## src/rtl/alu_pkg.sv

```systemverilog
// Shared types and constants for the two-requester ALU arbiter.
package alu_pkg;

    localparam int WIDTH = 6;
    localparam int OP_W  = 3;

    localparam logic [OP_W-1:0] OP_AND   = 3'b000;
    localparam logic [OP_W-1:0] OP_OR    = 3'b001;
    localparam logic [OP_W-1:0] OP_XOR   = 3'b010;
    localparam logic [OP_W-1:0] OP_XNOR  = 3'b011;
    localparam logic [OP_W-1:0] OP_ADD   = 3'b100;
    localparam logic [OP_W-1:0] OP_SUB   = 3'b101;
    localparam logic [OP_W-1:0] OP_NOTA  = 3'b110;
    localparam logic [OP_W-1:0] OP_PASSB = 3'b111;

    typedef enum logic [1:0] {
        IDLE = 2'd0,
        EXEC = 2'd1,
        RESP = 2'd2
    } state_t;

endpackage

```

## src/rtl/alu_req_arbiter_if.sv

```systemverilog
// Requester and response channels of the ALU arbiter. All channels use valid/ready:
// a transfer happens on a rising edge where both are high; a source holding valid keeps its payload stable.
interface alu_req_arbiter_if;
    import alu_pkg::*;

    logic             req0_valid;
    logic             req0_ready;
    logic [WIDTH-1:0] req0_a;
    logic [WIDTH-1:0] req0_b;
    logic [OP_W-1:0]  req0_op;

    logic             req1_valid;
    logic             req1_ready;
    logic [WIDTH-1:0] req1_a;
    logic [WIDTH-1:0] req1_b;
    logic [OP_W-1:0]  req1_op;

    logic             rsp_valid;
    logic             rsp_ready;
    logic             rsp_id;
    logic [WIDTH-1:0] rsp_result;

    modport master (
        output req0_valid, req0_a, req0_b, req0_op,
        output req1_valid, req1_a, req1_b, req1_op,
        output rsp_ready,
        input  req0_ready, req1_ready,
        input  rsp_valid, rsp_id, rsp_result
    );

    modport slave (
        input  req0_valid, req0_a, req0_b, req0_op,
        input  req1_valid, req1_a, req1_b, req1_op,
        input  rsp_ready,
        output req0_ready, req1_ready,
        output rsp_valid, rsp_id, rsp_result
    );

endinterface

```

## src/rtl/alu_req_arbiter_rr_arb2.sv

```systemverilog
// Two-way round-robin grant; last_grant moves only on the advance strobe (an accepted request).
module rr_arb2 (
    input  logic       clk,
    input  logic       reset,
    input  logic [1:0] req,
    input  logic       advance,
    output logic [1:0] gnt
);

    logic last_grant;

    always_comb begin
        gnt = req;
        if (req == 2'b11) begin
            gnt = last_grant ? 2'b01 : 2'b10;
        end
    end

    // Reset to 1 so requester 0 wins the first contention.
    always_ff @(posedge clk) begin
        if (reset) begin
            last_grant <= 1'b1;
        end else if (advance) begin
            last_grant <= gnt[1];
        end
    end

endmodule

```

## src/rtl/alu_req_arbiter.sv

```systemverilog
// Shares one ALU between two requesters: round-robin accept, fixed-latency wait, valid/ready response.
// Optional macro ALU_ARB_ZFLAG_EN adds the registered rsp_zero flag.
module alu_req_arbiter
    import alu_pkg::*;
#(
    parameter int ALU_LAT = 1
) (
    input  logic             clk,
    input  logic             reset,
    alu_req_arbiter_if.slave bus,
    output logic [WIDTH-1:0] alu_a,
    output logic [WIDTH-1:0] alu_b,
    output logic [OP_W-1:0]  alu_op,
    input  logic [WIDTH-1:0] alu_result,
`ifdef ALU_ARB_ZFLAG_EN
    output logic             rsp_zero,
`endif
    output state_t           dbg_state
);

    localparam logic [2:0] LAT_M1 = 3'(ALU_LAT - 1);

    state_t     state;
    state_t     state_nxt;
    logic [2:0] cnt;
    logic [1:0] req;
    logic [1:0] gnt;
    logic       accept;
    logic       done;
    logic       rsp_fire;

    // Requests are only offered to the arbiter while idle, so gnt doubles as ready.
    assign req = (state == IDLE) ? {bus.req1_valid, bus.req0_valid} : 2'b00;

    rr_arb2 u_arb (
        .clk     (clk),
        .reset   (reset),
        .req     (req),
        .advance (accept),
        .gnt     (gnt)
    );

    assign bus.req0_ready = gnt[0];
    assign bus.req1_ready = gnt[1];
    assign accept         = |gnt;
    assign done           = (state == EXEC) && (cnt == LAT_M1);
    assign rsp_fire       = bus.rsp_valid && bus.rsp_ready;
    assign dbg_state      = state;

    always_comb begin
        state_nxt = state;
        case (state)
            IDLE:    if (accept)   state_nxt = EXEC;
            EXEC:    if (done)     state_nxt = RESP;
            RESP:    if (rsp_fire) state_nxt = IDLE;
            default: state_nxt = IDLE;
        endcase
    end

    always_ff @(posedge clk) begin
        if (reset) begin
            state          <= IDLE;
            cnt            <= 3'd0;
            alu_a          <= '0;
            alu_b          <= '0;
            alu_op         <= '0;
            bus.rsp_valid  <= 1'b0;
            bus.rsp_id     <= 1'b0;
            bus.rsp_result <= '0;
        end else begin
            state <= state_nxt;
            if (accept) begin
                alu_a      <= gnt[1] ? bus.req1_a  : bus.req0_a;
                alu_b      <= gnt[1] ? bus.req1_b  : bus.req0_b;
                alu_op     <= gnt[1] ? bus.req1_op : bus.req0_op;
                bus.rsp_id <= gnt[1];
                cnt        <= 3'd0;
            end
            if (state == EXEC) begin
                cnt <= cnt + 3'd1;
            end
            if (done) begin
                bus.rsp_result <= alu_result;
                bus.rsp_valid  <= 1'b1;
            end
            if (rsp_fire) begin
                bus.rsp_valid <= 1'b0;
            end
        end
    end

`ifdef ALU_ARB_ZFLAG_EN
    always_ff @(posedge clk) begin
        if (reset) begin
            rsp_zero <= 1'b0;
        end else if (done) begin
            rsp_zero <= (alu_result == '0);
        end
    end
`endif

endmodule

```

## src/flat_wrapper.sv

```systemverilog
// flat-port wrapper written by rule: the top's interface ports become plain ports
module alu_req_arbiter_flat import alu_pkg::*;
#(
    parameter int ALU_LAT = 1
)
  (clk, reset, alu_a, alu_b, alu_op, alu_result, dbg_state, bus_req0_valid, bus_req0_a, bus_req0_b, bus_req0_op, bus_req1_valid, bus_req1_a, bus_req1_b, bus_req1_op, bus_rsp_ready, bus_req0_ready, bus_req1_ready, bus_rsp_valid, bus_rsp_id, bus_rsp_result);
  alu_req_arbiter_if bus_i ();
  input  logic clk;
  input  logic reset;
  output logic [WIDTH-1:0] alu_a;
  output logic [WIDTH-1:0] alu_b;
  output logic [OP_W-1:0] alu_op;
  input  logic [WIDTH-1:0] alu_result;
  output state_t dbg_state;
  input wire logic [$bits(bus_i.req0_valid)-1:0] bus_req0_valid;
  input wire logic [$bits(bus_i.req0_a)-1:0] bus_req0_a;
  input wire logic [$bits(bus_i.req0_b)-1:0] bus_req0_b;
  input wire logic [$bits(bus_i.req0_op)-1:0] bus_req0_op;
  input wire logic [$bits(bus_i.req1_valid)-1:0] bus_req1_valid;
  input wire logic [$bits(bus_i.req1_a)-1:0] bus_req1_a;
  input wire logic [$bits(bus_i.req1_b)-1:0] bus_req1_b;
  input wire logic [$bits(bus_i.req1_op)-1:0] bus_req1_op;
  input wire logic [$bits(bus_i.rsp_ready)-1:0] bus_rsp_ready;
  output wire logic [$bits(bus_i.req0_ready)-1:0] bus_req0_ready;
  output wire logic [$bits(bus_i.req1_ready)-1:0] bus_req1_ready;
  output wire logic [$bits(bus_i.rsp_valid)-1:0] bus_rsp_valid;
  output wire logic [$bits(bus_i.rsp_id)-1:0] bus_rsp_id;
  output wire logic [$bits(bus_i.rsp_result)-1:0] bus_rsp_result;
  assign bus_i.req0_valid = bus_req0_valid;
  assign bus_i.req0_a = bus_req0_a;
  assign bus_i.req0_b = bus_req0_b;
  assign bus_i.req0_op = bus_req0_op;
  assign bus_i.req1_valid = bus_req1_valid;
  assign bus_i.req1_a = bus_req1_a;
  assign bus_i.req1_b = bus_req1_b;
  assign bus_i.req1_op = bus_req1_op;
  assign bus_i.rsp_ready = bus_rsp_ready;
  assign bus_req0_ready = bus_i.req0_ready;
  assign bus_req1_ready = bus_i.req1_ready;
  assign bus_rsp_valid = bus_i.rsp_valid;
  assign bus_rsp_id = bus_i.rsp_id;
  assign bus_rsp_result = bus_i.rsp_result;
  alu_req_arbiter #(.ALU_LAT(ALU_LAT)) u_core (.clk(clk), .reset(reset), .bus(bus_i), .alu_a(alu_a), .alu_b(alu_b), .alu_op(alu_op), .alu_result(alu_result), .dbg_state(dbg_state));
endmodule
```

## config.mk

```make
export PLATFORM = sky130hd
export DESIGN_NAME = alu_req_arbiter_flat
export DESIGN_NICKNAME = d
export VERILOG_FILES = /design/src/rtl/alu_pkg.sv /design/src/rtl/alu_req_arbiter_if.sv /design/src/rtl/alu_req_arbiter_rr_arb2.sv /design/src/rtl/alu_req_arbiter.sv /design/src/flat_wrapper.sv
export SDC_FILE = /design/constraint.sdc
export NUM_CORES = 1
export LEC_CHECK = 0
export BUFFER_PORTS_ARGS = -buffer_cell sky130_fd_sc_hd__buf_2
export CAP_MARGIN = 20
export CORE_MARGIN = 1.5
export CORE_UTILIZATION = 49
export DETAILED_ROUTE_END_ITERATION = 7
export GPL_TIMING_DRIVEN = 0
export PLACE_DENSITY_LB_ADDON = 0.2
export SYNTH_ARGS = -nofsm -noshare
export SYNTH_HDL_FRONTEND = slang
export SYNTH_SLANG_ARGS = --single-unit
```

## constraint.sdc

```tcl
create_clock -name clk -period 3.2 [get_ports clk]
set_input_delay 0.32 -clock clk [delete_from_list [all_inputs] [get_ports clk]]
set_output_delay 0.32 -clock clk [all_outputs]
set_load 0.02 [all_outputs]
```

### Word-level counts from Yosys, hierarchy flattened

Cells that the tools add are included.

| operators by class | value |
|---|---|
| multiplexer cells | 12 |
| equality and inequality tests | 6 |
| add/subtract/negate cells | 1 |
| reductions and logical operators | 8 |

Operators by type and width:

| kind | number |
|---|---|
| two-way mux 2 bit | 6 |
| two-way mux 6 bit | 2 |
| two-way mux 3 bit | 3 |
| inequality test 2 x 1 -> 1 bit (second input constant) | 3 |
| one-hot mux 2 bit (3 select lines) | 1 |
| == test 2 bit (second input constant) | 2 |
| OR reduction 2 bit | 2 |
| adder 3 x 1 -> 3 bit (second input constant) | 1 |
| zero test 3 bit | 1 |
| AND reduction 3 bit | 1 |
| == test 2 x 1 -> 1 bit (second input constant) | 1 |
| logical AND 1 bit | 2 |
| zero test 2 bit | 1 |
| nonzero test 2 bit | 1 |

| word-level totals | value |
|---|---|
| logic and storage cells | 36 |
| bits of input ports | 41 |
| register bits after elaboration | 29 |

### Depth between registers and ports, before layout

| depth | value |
|---|---|
| depth after elaboration | 7 |
| depth in mapped cells | 6 |
| gate-level depth less buffers | 5 |

### Cells and area by module

A second synthesis with hierarchy kept.

| second synthesis, totals | value |
|---|---|
| cell total of the unflattened synthesis | 131 |
| area total of the unflattened synthesis | 1350.0 µm² |

Modules (own cells, without submodules):

| module | times used | area an instance (µm²) | cells an instance | seq. area each (µm²) |
|---|---|---|---|---|
| alu_req_arbiter | 1 | 1296.2 | 125 | 560.5 |
| rr_arb2 | 1 | 53.8 | 6 | 20.0 |

### Worst setup path after synthesis

No wires, ideal clock.

| timing path | value |
|---|---|
| path type | register to output |
| start | reg u_core.state[1], in the netlist u_core.dbg_state[1] |
| end | out bus_req0_ready |
| slack | 1.697 ns |
| stages on the path, launching flop included | 5 |
| required time | 2.880 ns |
| buffers on the path | 1 |
| data arrival time | 1.183 ns |
| path through | dfxtp_1 -> buf_4 -> nor2_2 -> nand2_1 -> a21oi_1 |

| on the way | value |
|---|---|
| word-level cells in the longest chain between the ends | 4 |

Ends and longest elaborated chain:

| what | line | RTL |
|---|---|---|
| start: declaration | alu_req_arbiter.sv:23 | `state_t state;` |
| start signal: assignment | alu_req_arbiter.sv:71 | `state <= state_nxt;` |
| zero test 2 bit * | alu_req_arbiter.sv:33 | `assign req = (state == IDLE) ? {bus.req1_valid, bus.req0_valid} : 2'b00;` |
| two-way mux 2 bit * | alu_req_arbiter.sv:33 |  |
| == test 2 bit | alu_req_arbiter_rr_arb2.sv:14 | `if (req == 2'b11) begin` |
| two-way mux 2 bit * | alu_req_arbiter_rr_arb2.sv:14 |  |
| end: declaration | flat_wrapper.sv:24 | `output wire logic [$bits(bus_i.req0_ready)-1:0] bus_req0_ready;` |

Every way passes the cells marked *; elsewhere a longest branch is shown, timed or not.

### Final worst setup path

| timing path | value |
|---|---|
| start | reg u_core.u_arb.last_grant |
| end | out bus_req1_ready |

| on the way | value |
|---|---|
| word-level cells in the longest chain between the ends | 2 |

Ends and longest elaborated chain:

| what | line | RTL |
|---|---|---|
| start: declaration | alu_req_arbiter_rr_arb2.sv:10 | `logic last_grant;` |
| start signal: assignment | alu_req_arbiter_rr_arb2.sv:24 | `last_grant <= gnt[1];` |
| two-way mux 2 bit | alu_req_arbiter_rr_arb2.sv:15 | `gnt = last_grant ? 2'b01 : 2'b10;` |
| two-way mux 2 bit | alu_req_arbiter_rr_arb2.sv:14 |  |
| end: declaration | flat_wrapper.sv:25 | `output wire logic [$bits(bus_i.req1_ready)-1:0] bus_req1_ready;` |

No other way between the ends.

==> summary.md <==
| Metric | Value |
|---|---|
| Status | `completed` |
| Critical-path cell list | `and2_1 > clkbuf_1 > nand2b_1 > inv_1 > buf_2` |
| Final wirelength | `around 3.7 mm` |
| Nets@finish | `about 280` |
| Total Routing Usage GR | `about 25%` |
| Max VDD drop | `between 0.0004 and 0.0005 V` |
| Die Ht | `57.2 um` |
| Max Cap Viol | `0` |
| R2R depth | `5` |
| Slowest stage delay, CP | `0.38 ns` |
| Worst endpoint required time | `about 2.9 ns` |
| CTS sink cnt | `29` |
| Share of the synthesized area in the top cell type | `around 40%` |
| Final setup TNS | `0 ns` |
| Area delta synth->final | `29.4%` |
| Clk Latency, worst-skew pair | `between 0.3 and 0.4 ns` |
| Post-DP HPWL | `approximately 2.8 mm` |
| Gpl congestion | `around 0.77` |
| Commonest non-fill, non-tap cell in the layout | `buf_2` |
| Worst Path Arrival | `approximately 1.6 ns` |
| Via/cell ratio | `approximately 5.6` |
| WP buf/inv | `3` |
| Setup bufs post-CTS | `0` |
| Die span in x | `roughly 57 um` |
| P_leak | `approximately 0.00085 uW` |
| Clock transition at the registers of the reported paths | `~0.1 ns` |
| Num rows | `19` |
| Syn nets | `between 200 and 250` |
| Diode count | `0` |
| Worst setup SP type | `flop` |
| Die area | `approximately 3300 um^2` |
| First-pass GRT wire length | `about 6.4 mm` |
| Vias | `1,496` |
| Fmax | `~520 MHz` |
| #FFs+latches synth | `29` |
| Routed len/inst | `roughly 14 um` |
| Synth top area cells | `dfxtp_1, a311oi_1, nand3b_1, a21oi_1, mux2i_1` |
| Yosys warns | `0` |
| CTS tree | `done` |
| H-tree levels | `2` |
| Worst setup path start | `u_core.u_arb.last_grant` |
| Tmin final | `1.93 ns` |
| Hold_buf cts | `0` |
| FF-to-FF Start | `u_core.dbg_state[0]` |
| Post_cts resized | `0` |
| Post-Layout Cell Count | `around 270` |
| Max-Slew Margin vs Limit | `approximately two thirds` |
| WP depth | `5` |
| Sequential fraction of the synthesis area | `about 40%` |
| DRC | `0` |
| RSZ-0062 raised after global routing | `false` |
| Starting Density | `about half` |
| Critical Path End | `bus_req1_ready` |
| Mapped Avg Cell Area | `approximately 9 um^2` |
| TritonCTS Buffers | `5` |
| Routed Antenna Nets | `0` |
| Most frequent cells in the layout | `buf_2, dfxtp_1, a21oi_1` |
| First drt pass iteration count | `4` |
| WS Path Type | `reg2out` |
| Dominant cell type by area after synthesis | `dfxtp_1` |
| Final Hold Viols | `0` |
| Crit path max fanout | `10` |
| Finish-stage setup viols | `0` |
| Vias in the first global route | `1,451` |
| Clock root cell | `clkbuf_4` |
| PD cells | `between 600 and 700 nW/um^2` |
| Synth cell types | `32` |
| Congestion Overflow GR | `0` |
| Worst Tran Pin Value | `~0.48 ns` |
| CTS Buffer Depth | `2` |
| FF-to-FF setup slack | `approximately 1.7 ns` |
| DRT iter0 DRCs | `42` |
| Worst R2R End | `u_core.alu_op[1]` |
| Worst min-delay path category | `in2reg` |
| Share of layout cells above drive strength 1 | `about 38%` |
| CP max stage cell | `dfxtp_1` |
| Core area | `around 2800 um^2` |
| Largest net degree at the start of global routing | `11` |
| Area of the mapped netlist | `around 1400 um^2` |
| Placed cell count | `approximately 260` |
| Post-Syn Instances | `161` |
| Critical path endpoint category | `primary output` |
| Antenna violations before repair | `0` |
| Port bufs | `66` |
| Crit share post-route | `between 60 and 70%` |
| CP delay by family, top | `buffers and inverters` |
| Slew Viols, Final | `0` |
| I/O pins | `just under 70` |
| Clock Skews | `0.00940 ns` |
-- worst min-delay path: cells and delay by family --
kind / cells / cell delay (ns)
buffers and inverters: 1 / 0.07
multiplexers: 1 / 0.05
AND/OR/NAND/NOR: 1 / 0.07
-- power breakdown --
part,internal [uW],switching (uW)
clock network,82.6,133
logic,193,284
registers,424,33.5
total,699,451
-- sequential cells by signal, summed over array words and instances, names as in the netlist --
name,flops
u_core.bus.rsp_result,6
u_core.u_arb.last_grant,1
u_core.bus.rsp_id,1
u_core.alu_b,6
u_core.bus.rsp_valid,1
u_core.alu_a,6
u_core.dbg_state,2
u_core.alu_op,3
u_core.cnt,3
-- routing by layer --
metal	vias up	share of wire [%]	routed length, um	track usage, %
li1	733	-	-	-
met1	703	43	1580	30.6
met2	51	50	1850	40.7
met3	9	5.8	215	6.12
met4	0	1.9	71	9.63
met5	-	0	0	0
-- cells by family (layout without fill, tap and decap cells) --
logic type	Yosys count	after routing	share of synthesized area (%)
AOI/OAI and AO/OA	57	57	25.0
xor gates and xnor gates	1	1	0.608
adders and majority gates	2	2	1.74
buffers and inverters	22	96	8.85
DFF	29	29	40.3
muxes	7	7	4.86
and+or+nand+nor	43	43	18.7
-- final cells by class --
class,instances,area (um^2)
Clock buffer,5,37.5
Clock inverter,3,17.5
Timing Repair Buffer,66,330
Inverter,6,22.5
Fill cell,257,916
Tap cell,31,38.8
Multi-Input combinational cell,110,733
Buffer,16,105
Sequential cell,29,581
-- how the worst min path moves through the flow --
stage	from	to	slack [ns]	cells after the start
after global routing	alu_result[0]	u_core.bus.rsp_result[0]	0.22	3
after global placement	u_core.bus.rsp_result[3]	u_core.bus.rsp_result[3]	0.47	2
after detailed placement	u_core.bus.rsp_result[1]	u_core.bus.rsp_result[1]	0.48	2
final	alu_result[0]	u_core.bus.rsp_result[0]	0.22	3
after CTS	alu_result[0]	u_core.bus.rsp_result[0]	0.20	3
after floorplan	alu_result[0]	u_core.bus.rsp_result[0]	0.47	2
-- through the flow --
step                      area (um^2)  setup slack (ns)  utilization [%]  power (uW)  hold slack, ns
after floorplan                  1440              1.70                -         798           0.467
after global placement           1810              1.59             65.1         926           0.466
after detailed placement         1810              1.57             65.1         944           0.485
after CTS                        1870              1.27             67.1        1160           0.205
after global routing             1870              1.13             67.1        1230           0.217
final                            1870              1.27             67.1        1150           0.216
-- cell usage after synthesis --
cell type	n
o21ai_0	7
buf_2	3
o21ai_2	1
and2_1	1
mux2i_1	7
nand2b_1	2
ha_1	2
o21ai_1	8
buf_4	2
buf_6	3
nor2b_1	1
buf_8	1
nor3b_4	1
nor4bb_1	1
or2_2	2
nor2_2	2
inv_1	6
nand3b_1	15
xor2_1	1
or2b_1	1
a21oi_1	20
or3b_1	1
nand2_1	5
nor2_1	10
o211ai_1	3
a22oi_1	1
a31oi_1	1
clkbuf_1	7
a211o_1	1
dfxtp_1	29
a311oi_1	15
nor3_1	1
Note: power is estimated with default switching activity, not from simulation.
